## src/rtl/powlib_iprdburst.sv

```systemverilog
// Burst read requester feeding powlib_ipram; issues credit-limited reads and streams the responses.
// Define POWLIB_IPRDBURST_CHK_EN to check every response's return address and opcode.
`ifndef POWLIB_BW
`define POWLIB_BW 8
`endif
`ifndef POWLIB_OPW
`define POWLIB_OPW 2
`endif
`ifndef POWLIB_OP_WRITE
`define POWLIB_OP_WRITE 2'd0
`endif
`ifndef POWLIB_OP_READ
`define POWLIB_OP_READ 2'd1
`endif

module powlib_iprdburst #(
    parameter string ID      = "IPRDBURST",
    parameter int    EDBG    = 0,
    parameter int    B_BPD   = 4,
    parameter int    B_AW    = `POWLIB_BW*B_BPD,
    parameter int    LENW    = 16,
    parameter int    MAX_OUT = 8,
    localparam int   B_DW    = `POWLIB_BW*B_BPD,
    localparam int   B_BEW   = B_BPD,
    localparam int   B_WW    = `POWLIB_OPW+B_BEW+B_DW
) (
    input  logic            clk,
    input  logic            rst,
    input  logic [B_AW-1:0] cmdaddr,
    input  logic [B_AW-1:0] cmdret,
    input  logic [LENW-1:0] cmdlen,
    input  logic            cmdvld,
    output logic            cmdrdy,
    output logic [B_AW-1:0] wraddr,
    output logic [B_WW-1:0] wrdata,
    output logic            wrvld,
    input  logic            wrrdy,
    input  logic [B_AW-1:0] rspaddr,
    input  logic [B_WW-1:0] rspdata,
    input  logic            rspvld,
    output logic            rsprdy,
    output logic [B_DW-1:0] strdata,
    output logic            strvld,
    input  logic            strrdy,
    output logic            strlast,
    output logic            done,
    output logic            err
);

    localparam int OPW = `POWLIB_OPW;
    localparam int OW  = $clog2(MAX_OUT+1);
    localparam logic [B_AW-1:0] STEP = B_AW'(B_BPD);

    typedef enum logic [1:0] {IDLE, ISSUE, DRAIN} state_t;

    function automatic logic [B_WW-1:0] powlib_ippackintr0(
        input logic [B_DW-1:0]  data,
        input logic [B_BEW-1:0] be,
        input logic [OPW-1:0]   op
    );
        return {op, be, data};
    endfunction

    state_t          state_q, state_d;
    logic [B_AW-1:0] addr_q, addr_d;
    logic [B_AW-1:0] ret_q, ret_d;
    logic [LENW-1:0] len_q, len_d;
    logic [LENW-1:0] issued_q, issued_d;
    logic [LENW-1:0] recv_q, recv_d;
    logic [OW-1:0]   outst_q, outst_d;
    logic            err_q, err_d;
    logic            done_q, done_d;
    logic            active, req_hs, str_hs, last_hs, chk_bad;
    logic            unused_rsp;

    always_comb begin
        active  = state_q != IDLE;
        cmdrdy  = state_q == IDLE;
        wrvld   = (state_q == ISSUE) && (issued_q < len_q)
                  && (outst_q < OW'(MAX_OUT));
        wraddr  = addr_q;
        wrdata  = powlib_ippackintr0(B_DW'(ret_q), {B_BEW{1'b1}},
                                     `POWLIB_OP_READ);
        rsprdy  = active && strrdy;
        strvld  = active && rspvld;
        strdata = rspdata[B_DW-1:0];
        strlast = strvld && (recv_q == len_q - 1'b1);
        req_hs  = wrvld && wrrdy;
        str_hs  = strvld && strrdy;
        last_hs = str_hs && strlast;
        done    = done_q;
        err     = err_q;
    end

    always_comb begin
        state_d  = state_q;
        addr_d   = addr_q;
        ret_d    = ret_q;
        len_d    = len_q;
        issued_d = issued_q;
        recv_d   = recv_q;
        outst_d  = outst_q;
        done_d   = 1'b0;
        err_d    = err_q | chk_bad;
        unique case (state_q)
            IDLE: begin
                if (cmdvld) begin
                    if (cmdlen == '0) begin
                        err_d = 1'b1;
                    end else begin
                        state_d  = ISSUE;
                        addr_d   = cmdaddr;
                        ret_d    = cmdret;
                        len_d    = cmdlen;
                        issued_d = '0;
                        recv_d   = '0;
                        outst_d  = '0;
                    end
                end
            end
            ISSUE, DRAIN: begin
                if (req_hs) begin
                    issued_d = issued_q + 1'b1;
                    addr_d   = addr_q + STEP;
                    ret_d    = ret_q + STEP;
                end
                if (str_hs)
                    recv_d = recv_q + 1'b1;
                if (req_hs && !str_hs)
                    outst_d = outst_q + 1'b1;
                else if (!req_hs && str_hs)
                    outst_d = outst_q - 1'b1;
                // A fast final response can arrive before ISSUE has moved to DRAIN.
                if (last_hs) begin
                    state_d = IDLE;
                    done_d  = 1'b1;
                end else if (state_q == ISSUE && issued_q == len_q) begin
                    state_d = DRAIN;
                end
            end
            default: state_d = IDLE;
        endcase
    end

    always_ff @(posedge clk or negedge rst) begin
        if (!rst) begin
            state_q  <= IDLE;
            addr_q   <= '0;
            ret_q    <= '0;
            len_q    <= '0;
            issued_q <= '0;
            recv_q   <= '0;
            outst_q  <= '0;
            err_q    <= 1'b0;
            done_q   <= 1'b0;
        end else begin
            state_q  <= state_d;
            addr_q   <= addr_d;
            ret_q    <= ret_d;
            len_q    <= len_d;
            issued_q <= issued_d;
            recv_q   <= recv_d;
            outst_q  <= outst_d;
            err_q    <= err_d;
            done_q   <= done_d;
        end
    end

`ifdef POWLIB_IPRDBURST_CHK_EN
    logic [B_AW-1:0] exp_q, exp_d;

    always_comb begin
        exp_d   = exp_q;
        chk_bad = 1'b0;
        if (state_q == IDLE && cmdvld)
            exp_d = cmdret;
        else if (str_hs) begin
            exp_d   = exp_q + STEP;
            chk_bad = (rspaddr != exp_q)
                      || (rspdata[B_WW-1 -: OPW] != `POWLIB_OP_WRITE);
        end
    end

    always_ff @(posedge clk or negedge rst) begin
        if (!rst)
            exp_q <= '0;
        else
            exp_q <= exp_d;
    end

    assign unused_rsp = ^rspdata[B_DW +: B_BEW];
`else
    assign chk_bad    = 1'b0;
    assign unused_rsp = ^{rspaddr, rspdata[B_WW-1:B_DW]};
`endif

endmodule
```

## config.mk

```make
export PLATFORM = sky130hd
export DESIGN_NAME = powlib_iprdburst
export DESIGN_NICKNAME = d
export VERILOG_FILES = /design/src/rtl/powlib_iprdburst.sv
export SDC_FILE = /design/constraint.sdc
export NUM_CORES = 1
export LEC_CHECK = 0
export CORE_ASPECT_RATIO = 1.2
export CORE_MARGIN = 1.5
export CORE_UTILIZATION = 37
export CTS_CLUSTER_DIAMETER = 80
export CTS_CLUSTER_SIZE = 8
export DETAILED_ROUTE_END_ITERATION = 10
export GPL_TIMING_DRIVEN = 0
export PLACE_DENSITY_LB_ADDON = 0.05
export REMOVE_ABC_BUFFERS = 1
export SYNTH_ARGS = -nofsm -noshare
export SYNTH_HDL_FRONTEND = slang
export SYNTH_SLANG_ARGS = --single-unit
```

## constraint.sdc

```tcl
create_clock -name clk -period 5.8 [get_ports clk]
set_input_delay 0.58 -clock clk [delete_from_list [all_inputs] [get_ports clk]]
set_output_delay 0.58 -clock clk [all_outputs]
set_load 0.02 [all_outputs]
```

==> results.yml <==
run_status:
  status: "finished clean"
timing:
  setup_slack_ps: 1210
  hold_violations: 0
  fin_tns_setup_ps: 0
  fmax_ghz: 0.2179
  setup_violations: 0
  maxSlewViolCount: 0
  tightest_slew_ps: 1388
  period_minus_slack_ps: 4590
  max-slew-margin-rel_pct: 7.049
  fin_skew_ps: 12.39
  rsz0062_at_grt: "no"
  fin_crit_sh_pct: 79.13
synth:
  avgSynthCellArea_um2: 8.125
  yosysSeqAreaShare_pct: 35.99
  synth_edf_count: 0
  synthCells: 1027
  ys_async_sr_fraction_pct: 100.0
  ys_types: 70
  synth-seq-cells: 120
  synth_warnings: 0
  syn_area_um2: 8344
  synthFlopType: "dfrtp_1"
routing:
  vias: 8029
  first_pass_iters: 6
  wl_per_cell_um: 19.83
  drtIter0Drc: 411
  postRouteAntennaNets: 0
  drc: 0
  wl_um: 28030
  vias_per_cell: 5.682
  wl_met2_um: 13250
  highest_layer: "met5"
  wl_met3_um: 2233
  met1Wirelength_um: 12090
pwr:
  cellLeakagePower_nw: 4.411
  irDropWorstVdd_uv: 167.0
  power_density_nw_per_um2: 217.6
floorplanning:
  die_area_um2: 23470
  pin_count: 265
  rows: 60
  initial_core_util_pct: 37.42
  coreArea_um2: 22300
  die_h_um: 167.5
  die_w_um: 140.1
min_path:
  hold_class: "in -> async"
layout:
  finalInstanceArea_um2: 10620
  nNetsFinal: 1305
  layoutNonFillerInstCount: 1413
  area_delta_synth_final_pct: 27.25
  utilization_pct: 47.62
  fill_cells: 2235
  drive_above_1_share_pct: 6.526
  final_cell_mix: "clkdlybuf4s50_1 (155), dfrtp_1 (120), nand2_1 (107)"
  diodes: 0
  layout_commonest_cell: "clkdlybuf4s50_1"
cts:
  cts_setup_buffers: 0
  cts_root_buf: "clkbuf_16"
  clk_latency_ps: 420
  hold_buffers: 0
  numCtsBuffers: 17
  cts.clk_slew.worst_paths_ps: 60
  htree_levels: 4
  clockBufferDepth: 2
  cts_tree: "yes"
  ctsResizeCount: 0
  clock_sinks: 120
global_routing:
  grt_overflow: 0
  grt_util_all_layers_pct: 24.27
  grt_pass1_vias: 7741
  grt_start_max_net_pins: 90
  grt_antenna_before_repair: 0
  grt_pass1_wl_um: 44090
place:
  dp_cells: 1381
  port_buffers: 156
  routabilityCongestion: 0.8394
  post-dp-hpwl_um: 19440
  pre_cts_slack_ps: 724.8
  postPlaceCellArea_um2: 9958
setup_path:
  worstPathMaxFanout: 34
  startpoint_type: "primary input"
  worstPathRequired_ps: 6100
  worstRegToRegCells: 8
  crit_type: "in -> reg"
  worst_ep_arrival_time_ps: 4890
  setup.worst_path.end_class: "register"
run:
  drv_cap: 0
cell type report:
cell class,instances,area (um^2),share of cell area [%]
Multi-Input combinational cell,778,4762,44.85
Sequential cell,120,3003,28.28
Timing Repair Buffer,163,1695,15.97
Clock buffer,20,456.7,4.301
Tap cell,279,349.1,3.288
Clock inverter,12,197.7,1.862
Inverter,41,153.9,1.449
synth_stat cells, drive strengths merged (19+ instances only):
| master | count | area share (%) |
|---|---|---|
| a21oi | 85 | 5.1 |
| a31oi | 23 | 1.7 |
| and3 | 19 | 1.4 |
| buf | 45 | 3.8 |
| clkbuf | 47 | 2.1 |
| dfrtp | 120 | 36 |
| ha | 27 | 4.0 |
| inv | 41 | 1.8 |
| nand2 | 108 | 4.9 |
| nand3 | 70 | 4.2 |
| nand4 | 20 | 1.5 |
| nor2 | 90 | 4.0 |
| nor3 | 22 | 1.4 |
| o21ai | 60 | 3.6 |
| xor2 | 19 | 2.0 |
cell families after synthesis:
group	after synthesis	synth area share (%)
AOI/OAI and AO/OA	274	20.90
DFF	120	35.99
adders and majority gates	28	4.288
xor gates and xnor gates	31	3.254
and+or+nand+nor	416	24.74
buffers and inverters	133	7.737
muxes	23	2.999
other	2	0.09000
metal layers:
metal / up-vias / global-route usage [%]
li1: 3892 / -
met1: 3832 / 30.74
met2: 281 / 39.13
met3: 22 / 8.550
met4: 2 / 6.453
met5: - / 1.895
per-stage QoR:
step                power (mW)  hold WS, ps
finish                   2.310        46.26
CTS                      2.333        41.05
global route             2.394        52.09
floorplan                1.013        284.4
detailed placement       1.130        461.9
global placement         1.125        460.4
path summary, 6_finish.rpt:
check                           start        end  slack (ps)
setup / recovery           cmdlen[10]  ret_q[12]        1210
hold / removal                    rst  wraddr[0]          50
setup reg to reg           state_q[0]  ret_q[18]        1570
hold reg to reg             wraddr[1]  wraddr[1]         470
max in group asynchronous         rst  recv_q[2]        4960
min in group clk            wraddr[1]  wraddr[1]         470
state kept, by name (all words and copies together) (netlist names):
signal	cells
done	1
err	1
issued_q	16
len_q	16
outst_q	4
recv_q	16
ret_q	32
state_q	2
wraddr	32
power breakdown:
group          internal (mW)  switching, mW
registers              0.868         0.0431
clock network          0.785          0.412
logic                  0.112         0.0904
worst max-delay path, stage by stage:
cell	delay [ps]
clkdlybuf4s50_1	420
nor4_1	830
a41o_1	390
and2_2	800
nor2_4	360
a31oi_1	1100
a21oi_1	40
o2bb2a_1	340
Note: power is estimated with default switching activity, not from simulation.
